### src/rtl/mbs_escalonador.sv
// mbs_escalonador: round-robin scheduler sharing one sequential multiplier (mbs) among N requesters.
// One operation at a time: latch operands, pulse start, wait LATENCIA cycles, return product with done.
module mbs_escalonador #(
    parameter int N        = 4,
    parameter int LARGURA  = 8,
    parameter int LATENCIA = 10
) (
    input  logic                   clock,
    input  logic                   reset,
    input  logic [N-1:0]           req,
    input  logic [N*LARGURA-1:0]   a_in,
    input  logic [N*LARGURA-1:0]   b_in,
    output logic [N-1:0]           gnt,
    output logic [N-1:0]           done,
    output logic [2*LARGURA-1:0]   produto_out,
    output logic                   ocupado,
    output logic                   mult_start,
    output logic [LARGURA-1:0]     mult_multiplicando,
    output logic [LARGURA-1:0]     mult_multiplicador,
    input  logic [2*LARGURA-1:0]   mult_produto
);
    localparam int IW = $clog2(N);
    localparam int CW = $clog2(LATENCIA + 1);
    localparam logic [N-1:0] UM = {{(N-1){1'b0}}, 1'b1};
    typedef enum logic [1:0] {OCIOSO, DISPARO, ESPERA, ENTREGA} estado_t;
    estado_t       estado;
    logic [IW-1:0] ponteiro, indice, sel;
    logic [CW-1:0] contador;
    // Scan downward in offset so the nearest set bit at or after the pointer wins.
    always_comb begin
        sel = ponteiro;
        for (int k = N - 1; k >= 0; k--)
            if (req[(int'(ponteiro) + k) % N]) sel = IW'((int'(ponteiro) + k) % N);
    end
    assign ocupado    = estado != OCIOSO;
    assign mult_start = estado == DISPARO;
    assign gnt        = mult_start ? UM << indice : '0;
    assign done       = (estado == ENTREGA) ? UM << indice : '0;
    always_ff @(posedge clock) begin
        if (reset) begin
            estado             <= OCIOSO;
            ponteiro           <= '0;
            indice             <= '0;
            contador           <= '0;
            mult_multiplicando <= '0;
            mult_multiplicador <= '0;
            produto_out        <= '0;
        end else begin
            case (estado)
                OCIOSO: if (|req) begin
                    estado             <= DISPARO;
                    indice             <= sel;
                    mult_multiplicando <= a_in[int'(sel)*LARGURA +: LARGURA];
                    mult_multiplicador <= b_in[int'(sel)*LARGURA +: LARGURA];
                end
                DISPARO: begin
                    estado   <= ESPERA;
                    contador <= CW'(LATENCIA);
                end
                ESPERA: begin
                    contador <= contador - 1'b1;
                    if (contador == CW'(1)) begin
                        produto_out <= mult_produto;
                        estado      <= ENTREGA;
                    end
                end
                default: begin
                    estado   <= OCIOSO;
                    ponteiro <= (int'(indice) == N - 1) ? '0 : indice + 1'b1;
                end
            endcase
        end
    end
endmodule
### config.mk
export PLATFORM = sky130hd
export DESIGN_NAME = mbs_escalonador
export DESIGN_NICKNAME = d
export VERILOG_FILES = /design/src/rtl/mbs_escalonador.sv
export SDC_FILE = /design/constraint.sdc
export NUM_CORES = 1
export LEC_CHECK = 0
export CAP_MARGIN = 20
export CORE_AREA = 2 2 82 84
export CTS_CLUSTER_SIZE = 20
export DETAILED_ROUTE_END_ITERATION = 8
export DIE_AREA = 0 0 84 86
export GPL_ROUTABILITY_DRIVEN = 0
export GPL_TIMING_DRIVEN = 0
export HOLD_SLACK_MARGIN = 0.02
export MAX_ROUTING_LAYER = met4
export PLACE_DENSITY_LB_ADDON = 0.3
export SLEW_MARGIN = 20
export SYNTH_ARGS = -nofsm -noshare
export SYNTH_HDL_FRONTEND = slang
export SYNTH_SLANG_ARGS = --single-unit
### constraint.sdc
create_clock -name clock -period 2.3 [get_ports clock]
set_input_delay 0.575 -clock clock [delete_from_list [all_inputs] [get_ports clock]]
set_output_delay 0.575 -clock clock [all_outputs]
set_load 0.02 [all_outputs]
# Word-level counts from Yosys, hierarchy flattened
# Cells that the tools add are included.
# W data, S select, Z words.
[classes] n_addsub=5 n_lt_le_gt_ge=4 n_eq_ne=7 shift=3 n_mux=22 bitwise=3 n_reduce_logical=11
[op_table] op="$shiftx A32 B6 Y8" n=2
[op_table] op="$mux W2" n=7
[op_table] op="$lt A3 B4 Y1 const B" n=3
[op_table] op="$bmux W1 S2" n=4
[op_table] op="$mux W4" n=2
[op_table] op="$pmux W4 S2" n=1
[op_table] op="$mux W1" n=7
[op_table] op="$pmux W2 S3" n=1
[op_table] op="$reduce_and A2 Y1" n=3
[op_table] op="$reduce_or A2 Y1" n=3
[op_table] op="$add A2 B1 Y2 const B" n=2
[op_table] op="$add A2 B2 Y2 const B" n=2
[op_table] op="$eq A2 B1 Y1 const B" n=2
[op_table] op="$eq A2 B2 Y1 const B" n=2
[op_table] op="$eq A4 B1 Y1 const B" n=1
[op_table] op="$ne A2 B2 Y1 const B" n=2
[op_table] op="$reduce_bool A2 Y1" n=2
[op_table] op="$reduce_or A4 Y1" n=1
[op_table] op="$shl A1 B2 Y4 const A" n=1
[op_table] op="$sub A4 B1 Y4 const B" n=1
[op_table] op="$and A1 B1 Y1 const A" n=3
[op_table] op="$lt A2 B3 Y1 const B" n=1
[op_table] op="$reduce_or A3 Y1" n=1
[op_table] op="$logic_not A2 Y1" n=1
[word_totals] register_bits=42 input_bits=86 out_inout_bits=42 word_cells=62

# Longest topological paths before layout
[logic_depth] depth_word=11 depth_mapped=8

# Worst setup path after synthesis
# Ideal clock, no wire load.
[synth_path] path_type="input -> register" start="input port req[3]" end="register mult_multiplicando[5]" setup_time_ns=0.083 t_arrival_ns=2.032 required_time_ns=2.217 setup_slack_ns=0.185 cell_stages=6 path_cell_list="and3b_1 -> or4_1 -> nand2_1 -> buf_4 -> mux2_2 -> o221ai_1"
[synth_between] elab_chain_len=8 word_cells_on_any_way=18
[synth_lines] item="start, declared" line="10" text="input logic [N-1:0] req,"
[synth_lines] item="$bmux W1 S2" line="33" text="if (req[(int'(ponteiro) + k) % N]) sel = IW'((int'(ponteiro) + k) % N);"
[synth_lines] item="$mux W1 (not written as such) (2 in a row)" line="33"
[synth_lines] item="$mux W2 (4 in a row)" line="33"
[synth_lines] item="$shiftx A32 B6 Y8" line="53" text="mult_multiplicando <= a_in[int'(sel)*LARGURA +: LARGURA];"
[synth_lines] item="end signal, assigned" line="53"
[synth_lines] item="end, declared" line="18" text="output logic [LARGURA-1:0] mult_multiplicando,"
# Parallel ways exist; a longest one is shown, timed or not. The select of a mux whose other input is x is not followed.
# A chain may end at the register's enable or synchronous reset.

# Final worst setup path
[layout_path] start="input port req[3]" end="register mult_multiplicando[0]"
# Same word-level chain as after synthesis.

==> results.yml <==
die:
  design.die.area_sq_um: 7220
  die_height_microns: 86
  coreArea_sq_um: 6280
  rows: 29
  start_util_pct: 38.8
  die_w_microns: 84
  pin_count: 128
critical_path:
  endpoint_kind: "flop"
  worstSetupPathType: "in -> reg"
  worstReg2RegEnd: "mult_multiplicando[0]$_SDFFE_PP0P_"
  cp-startpoint: "req[3]"
  cp-endpoint: "mult_multiplicando[0]$_SDFFE_PP0P_"
  ff2ff_path_depth: 6
  cp.required_ns: 2.51
  rrSetupSlack_ns: 0.33
  startpoint_type: "input port"
  cp.arrival_ns: 2.44
  critPathMaxFanout: 10
  rr_startpoint: "ponteiro[1]$_SDFFE_PP0N_"
synthesis:
  synth-seq-area-share_pct: 34.5
  synth-seq-cells: 42
  synth.avg_cell_area_sq_um: 8.53
  postSynthCellCount: 286
  yosysUniqueCellTypes: 31
  syn-cell-area_sq_um: 2440
  ys_warn_count: 0
  synth_fp_nets: 383
route:
  route.detailed.drc: 0
  routedWlPerCell_microns: 14.0
  met3RoutedLength_microns: 451
  met1_length_microns: 3010
  viasPerCell: 5.13
  ant_nets: 0
  highest_layer: "met4"
  wirelength_microns: 7000
  drt_iter0_drc: 53
  dr_wl_met2_microns: 3430
  firstDrtPassIters: 6
  vias: 2564
sta:
  rsz0062_at_grt: "false"
  drv_slew: 0
  min_period_over_period_pct: 96.9
  clock-skew-final_ns: 0.00795
  hold_viol: 0
  tightest_slew_ns: 0.465
  slew_headroom_pct: 69.0
  min_period_ns: 2.23
  timing.fmax_mhz: 449
  worst_hold_slack_ns: 0.454
  setup_ws_ns: 0.0717
  setup_viol: 0
clocking:
  h-tree-depth: 2
  cts_hold_buf: 0
  clock_path_buffers: 2
  clock-sinks: 42
  cts_tree: "yes"
  worstSkewPairLatency_ns: 0.29
  cts_root_buffer: "clkbuf_8"
  numCtsBuffers: 5
  path_clk_slew_ns: 0.08
grt:
  grt_max_degree: 14
  grt-ovfl-total: 0
  track_usage_pct: 20.2
  antenna_found_initial: 0
  grt_pass1_wl_microns: 11700
  grt_pass1_vias: 2583
job:
  drv_cap: 0
placed_design:
  dpl_worst_slack_ns: -0.644
  portBuffers: 126
  hpwl_microns: 5490
  placedInstanceArea_sq_um: 3800
worst_hold_path:
  hold_class: "reg -> reg"
final_layout:
  nets: 519
  drive_gt1_share_pct: 13.9
  final_core_util_pct: 63.4
  diodes: 0
  final_area_sq_um: 3980
  area_delta_synth_final_pct: 63.3
power:
  vdd_drop_max_mv: 0.379
  power_mw: 3.04
  powerDensity_nw_per_um2: 763
  leakagePower_nw: 1.51
run_status:
  status: "finished clean"
metrics by stage:
step | std cells | setup TNS [ns]
6_report | 500 | 0
5_1_grt | 500 | 0
4_1_cts | 500 | 0
3_5_place_dp | 489 | -9.76
3_3_place_gp | 489 | -9.71
2_1_floorplan | 286 | 0
cell usage in the layout, fill, tap and decap left out, drive strengths merged, types with 3 or more instances in the layout:
master         count
a21oi             54
clkdlybuf4s50    117
buf               14
inv                9
nand3              4
dfxtp             42
nand2             52
dlygate4sd2        6
clkbuf            13
ha                11
mux2i             21
nor2              16
nor2b              3
o221ai            16
and2               8
mux2              16
o21ai              3
flip-flops by register name, indices dropped and copies added, names as in the netlist:
| signal | cells |
|---|---|
| produto_out | 16 |
| indice | 2 |
| mult_multiplicando | 8 |
| estado | 2 |
| ponteiro | 2 |
| contador | 4 |
| mult_multiplicador | 8 |
cells by family (layout without fill, tap and decap cells):
group	after synthesis	after routing	synth area share, %
and+or+nand+nor	91	91	16.4
DFF	42	42	34.5
AOI/OAI and AO/OA	78	78	22.0
buffers and inverters	27	164	5.49
adders and majority gates	11	11	5.64
muxes	37	37	16.0
routing by layer:
metal,track usage (%),vias to the layer above
met4,5.43,0
met2,35.8,92
met5,-,-
li1,-,1287
met3,4.81,8
met1,23.1,1177
Yosys cell counts:
master	count	area share, %
clkbuf_1	7	1.1
mux2i_1	21	8.6
or4_4	1	0.46
nor2b_1	3	0.77
dfxtp_1	42	34
nor3_1	2	0.41
and2_1	8	2.1
nand3_1	4	0.82
o21ai_0	3	0.62
mux2_2	16	7.4
inv_1	9	1.4
buf_2	5	1.0
nand2_1	52	8.0
o221ai_2	10	6.2
a311oi_1	1	0.36
buf_1	1	0.15
o221ai_1	6	2.2
a21oi_2	1	0.36
nor4_1	1	0.26
buf_6	2	0.92
a2bb2oi_1	1	0.36
a211oi_1	1	0.31
a21oi_1	53	11
o31ai_1	1	0.31
buf_4	3	0.92
nor2_1	16	2.5
and3b_1	1	0.36
ha_1	11	5.6
o221a_2	1	0.46
nand2b_1	2	0.51
or4_1	1	0.31
layout make-up:
class	instances	area (sq um)
plain buffers	17	120
inverters	9	33.8
clock inverters	2	37.5
multi-input cells	217	1490
clock buffers	6	72.6
fillers	559	2300
well taps	77	96.3
repair buffers	130	1290
flip-flops and latches	42	845
how the worst min path moves through the flow:
stage,slack [ns],cells after the start,to,start
after floorplan,0.48,2,contador[1]$_SDFFE_PP0P_,contador[1]$_SDFFE_PP0P_
after global placement,0.44,2,produto_out[5]$_SDFFE_PP0P_,produto_out[5]$_SDFFE_PP0P_
after detailed placement,0.45,2,produto_out[4]$_SDFFE_PP0P_,produto_out[4]$_SDFFE_PP0P_
after CTS,0.46,2,produto_out[4]$_SDFFE_PP0P_,produto_out[4]$_SDFFE_PP0P_
after global routing,0.48,2,produto_out[10]$_SDFFE_PP0P_,produto_out[10]$_SDFFE_PP0P_
final,0.45,2,produto_out[9]$_SDFFE_PP0P_,produto_out[9]$_SDFFE_PP0P_
power breakdown:
| part | switching [mW] | total (mW) | internal, mW | leakage, nW |
|---|---|---|---|---|
| registers | 0.151 | 1.03 | 0.878 | 0.344 |
| clock network | 0.254 | 0.578 | 0.324 | 0.0514 |
| logic | 0.729 | 1.43 | 0.703 | 1.11 |
| total | 1.13 | 3.04 | 1.90 | 1.51 |
what timing repair did:
action	4_1_cts	5_1_grt
gates resized for setup	19	10
setup buffers	4	0
endpoints found under the setup margin	20	30
pin swaps	2	0
worst max-delay path: stages:
cell and delay (ns):
clkdlybuf4s15_1 0.27, or4_4 0.62, a21oi_4 0.19, buf_6 0.14, buf_6 0.14, a21oi_1 0.07
mux2_2 0.28, o221ai_2 0.16
No activity file was read; power rests on OpenSTA's default activity.
==> variant 1, RTL diff (same flow settings) <==
Reset style: asynchronous (`reset`), changed in one clocked block.
--- a/src/rtl/mbs_escalonador.sv
+++ b/src/rtl/mbs_escalonador.sv
@@ -37,5 +37,5 @@
     assign gnt        = mult_start ? UM << indice : '0;
     assign done       = (estado == ENTREGA) ? UM << indice : '0;
-    always_ff @(posedge clock) begin
+    always_ff @(posedge clock or posedge reset) begin
         if (reset) begin
             estado             <= OCIOSO;
Function: differs if reset is asserted again (counterexample within 4 cycles, from zero or initial values and one cycle with reset high); with reset held inactive, the same outputs for 4 cycles.
==> variant 1 against the original RTL <==
Clock power is 14% lower; critical path type unchanged; routed wire length up 3.4%; sequential cell count unchanged; worst setup slack better by 35 ps; largest cell class is now buffers; area after synthesis increased by 3.6%; sequential power increased by 17%; design area increased by 3.0%; critical path depth down 1; power grew 40%.
==> variant 1: results (changes against the original RTL) <==
Outcome
  – Run status: complete, no violations

Layout
  – Fraction of layout cells with a size suffix above 1: 18.2% (+4.2 points)
  – Post-route insts no fill: 446 (-11%)
  – Number of nets in the layout: 465 (-10%)
  – Fillers: 517 (-7.5%)
  – Final core occ: 65.3% (+1.9 points)

Setup path
  – FF-to-FF End: mult_multiplicador[0]$_DFFE_PP0P_
  – Critical Path AT: 2390 ps (-50 ps)
  – FF-to-FF Start: ponteiro[1]$_DFFE_PP0N_
  – Critical path's top delay family: buffers and inverters
  – CP max stage delay: 350 ps (-270 ps)
  – R2r setup slk: 190 ps (-140 ps)
  – Crit-path slowest cell: a2111o_1

Synth
  – Synth unique cells: 39 (+26%)
  – Post-synth top cells: 42 x dfrtp_1, 24 x nor2_1, 19 x a211oi_1
  – Synth top area cells: dfrtp_1 42%, mux2_2 7.6%, mux2i_1 6.3%
  – Syn_area_per_cell: 11.0 um^2 (+29%)
  – Syn Nets: 326 (-15%)
  – Post-synth ARST share: 100% (+100 points)
  – Seq/Total Area, Yosys: 41.6% (+7.1 points)
  – Most used DFF post-synth: dfrtp_1

Power
  – Clock Power Share: 11.7% (-7.3 points)
  – NetSw: 1.83 mW (+61%)
  – Combinational Power: 2.55 mW (+78%)
  – Leakage: 1.69 nW (+12%)

CTS
  – TritonCTS Buffers: 5 (unchanged)
  – Max Buffers Root-to-Sink: 2 (unchanged)

Routing
  – Routed met1 length: 3110 um (+3.5%)
  – DR iter-0 viols: 138 (+160%)
  – Met3 wire length: 340 um (-25%)
  – Avg Vias per Cell: 5.21 (+1.6%)
  – Pre-antenna DRT Iters: 4 (-2)
  – DR WL met2: 3710 um (+8.1%)
  – Post-DR wirelength/cell: 16.2 um (+16%)

Timing
  – Final min period: 2190 ps (-35.3 ps)
  – Fin Clk Skew: 4.38 ps (-3.58 ps)
  – Final Hold Slack: 516 ps (+62.0 ps)
  – Tightest Pin Transition: 392 ps (-72.9 ps)

Worst hold path
  – Hold path start: produto_out[4]$_DFFE_PP0P_
  – Hold Path Sink: produto_out[4]$_DFFE_PP0P_
  – WHS Path Cells: 1 (-1)

Placed design
  – Placed Area: 3920 um^2 (+3.1%)
  – Placed insts: 434 (-11%)
  – Placement Setup Slack: -415 ps (+229 ps)
  – Hpwl dp: 5430 um (-1.1%)
  – Port bufs: 127 (+0.79%)

Global routing
  – Overall Global Routing Usage: 20.1% (-0.13 points)
  – Vias in the first global route: 2387 (-7.6%)
  – First-pass GRT wire length: 11400 um (-2.8%)
  – Met3 usage: 4.23% (-0.58 points)
  – M2 GR Usage: 34.1% (-1.7 points)
  – Pin count of the biggest net entering global routing: 32 (+18)
  – Met1 Usage GRT: 25.1% (+2.1 points)
==> variant 1: cell families (layout without fill, tap and decap cells) <==
kind of cell	count (synthesis)	after routing	synth area share, %
AOI/OAI and AO/OA	64	65	22.5
adders and majority gates	11	11	5.45
buffers and inverters	26	165	5.79
DFF	42	42	41.6
muxes	33	33	13.9
and+or+nand+nor	53	53	10.8
==> variant 1: worst register-to-register path, cell delays in order (launching register included) <==
cell and delay, ps:
dfrtp_1 500, and3b_1 230, a2111o_1 350, and3_1 170, clkbuf_1 210, clkbuf_4 270, a211oi_1 270
==> variant 1: timing repair <==
action                                  4_1_cts  5_1_grt
pin swaps                                     2        2
endpoints found under the setup margin       34       25
gates cloned                                  0        1
resized for setup                            18       16
buffers inserted                              2        1
==> variant 1: cell type report <==
type,instances,share of cell area [%]
sequential,42,25.6
clock buffer,5,1.68
buffer,15,3.08
timing repair buffer,131,31.8
multi-input combinational,162,33.8
inverter,11,1.01
clock inverter,3,0.611
tap,77,2.35
==> variant 2, RTL diff (same settings) <==
Made on the original files. Set the parameter `LARGURA` to 9 (it was 8).
--- a/src/rtl/mbs_escalonador.sv
+++ b/src/rtl/mbs_escalonador.sv
@@ -3,5 +3,5 @@
 module mbs_escalonador #(
     parameter int N        = 4,
-    parameter int LARGURA  = 8,
+    parameter int LARGURA  = 9,
     parameter int LATENCIA = 10
 ) (
Ports: changed (6 resized); port bits go from 128 to 142. No check against the original RTL was run, so the function may have changed too.
==> variant 2 against the original RTL <==
Clock power grew 4.8%; critical path depth shrank 5; combinational power shrank 9%; design area grew 1.5%; worst setup slack gained 1.9 ps; maximum frequency is essentially flat; power shrank 2.6%; register-to-register slack gained 20 ps; routed wire length grew 5.2%; area after synthesis shrank 2.1%; sequential cell count grew 4; sequential share of layout area grew 1.6 points; cell count shrank 0.40%; critical path type is now reg2out; critical endpoint is now done[3].
==> variant 2: results (changes against the original RTL) <==
Timing
  – Fin Clk Skew: 5.28 ps (-2.67 ps)
  – Worst setup margin: 73.6 ps (+1.91 ps)
  – Slew headroom: 57.4% (-12 points)
  – Final Hold Slack: 453 ps (-0.982 ps)

Placed design
  – Placement Setup Slack: -459 ps (+185 ps)
  – Placed Area: 3900 um^2 (+2.6%)

Layout
  – Number of nets in the layout: 528 (+1.7%)
  – Post-route insts no fill: 498 (-0.40%)
  – Fillers: 563 (+0.72%)
  – Regs by FF count: produto_out (18), mult_multiplicador (9), mult_multiplicando (9)

Power
  – Sw frac: 34.5% (-2.8 points)
  – Worst vdd ir: 418 uV (+10%)
  – Leakage: 1.57 nW (+3.9%)

Setup path
  – Critical Path AT: 1650 ps (-790 ps)
  – Crit-path slowest cell: clkdlybuf4s50_1
  – Worst reg2reg path depth: 8 (+2)
  – FF-to-FF Start: estado[0]$_SDFFE_PP0P_
  – FF-to-FF End: produto_out[13]$_SDFFE_PP0P_

Synth
  – Syn_area_per_cell: 8.78 um^2 (+3.0%)
  – Synth top area cells: dfxtp_1 39%, mux2i_1 16%, nand2_1 8.8%
  – Post-synth top cells: 56 x nand2_1, 46 x dfxtp_1, 37 x mux2i_1
  – Post-synthesis compound-gate area fraction: 15.8% (-6.2 points)

CTS
  – Post CTS Setup Buffer Count: 0 (-4)

Routing
  – Pre-antenna DRT Iters: 4 (-2)

Outcome
  – Run status: complete, no violations

Global routing
  – Vias in the first global route: 2445 (-5.3%)
## variant 2: worst max-delay path by stage
stage | startpoint | endpoint | cells after the start
after floorplan | req[1] | mult_multiplicador[8]$_SDFFE_PP0P_ | 6
after global placement | req[3] | mult_multiplicando[7]$_SDFFE_PP0P_ | 7
after detailed placement | req[3] | mult_multiplicando[2]$_SDFFE_PP0P_ | 7
after CTS | estado[1]$_SDFFE_PP0P_ | gnt[1] | 4
after global routing | estado[1]$_SDFFE_PP0P_ | done[3] | 3
final | estado[1]$_SDFFE_PP0P_ | done[3] | 3
## variant 2: cell families after synthesis
kind of cell               Yosys count
and+or+nand+nor                    100
AOI/OAI and AO/OA                   53
DFF                                 46
muxes                               38
buffers and inverters               24
adders and majority gates           11
## variant 2: worst max-delay path: cells and delay by family (launching register included)
family | cells | cell delay (ps)
buffers and inverters | 1 | 590
flip-flops | 1 | 410
adder cells (fa/ha/maj) | 1 | 230
AND/OR/NAND/NOR | 1 | 140
## variant 2: power by group through the flow
stage          logic, mW  registers [mW]  clock network, mW
2_1_floorplan      0.600            1.19                  0
6_report            1.30            1.05              0.606
3_5_place_dp        1.32            1.07                  0
5_1_grt             1.42            1.07              0.653
3_3_place_gp        1.30            1.06                  0
4_1_cts             1.31            1.05              0.620
## variant 2: routing by layer
| layer | global-route usage (%) | wire length [um] | vias to the layer above |
|---|---|---|---|
| met3 | 4.33 | 456 | 12 |
| met4 | 5.72 | 125 | 0 |
| li1 | - | - | 1251 |
| met2 | 35.2 | 3650 | 100 |
| met5 | - | 0 | - |
| met1 | 24.3 | 3130 | 1143 |
## variant 2: area by class of cell
cell class	instances	area share (%)
buffer	14	2.26
multi-input combinational	202	33.6
inverter	10	0.929
clock buffer	6	2.04
tap	77	2.38
sequential	46	22.8
timing repair buffer	142	35.3
clock inverter	1	0.743
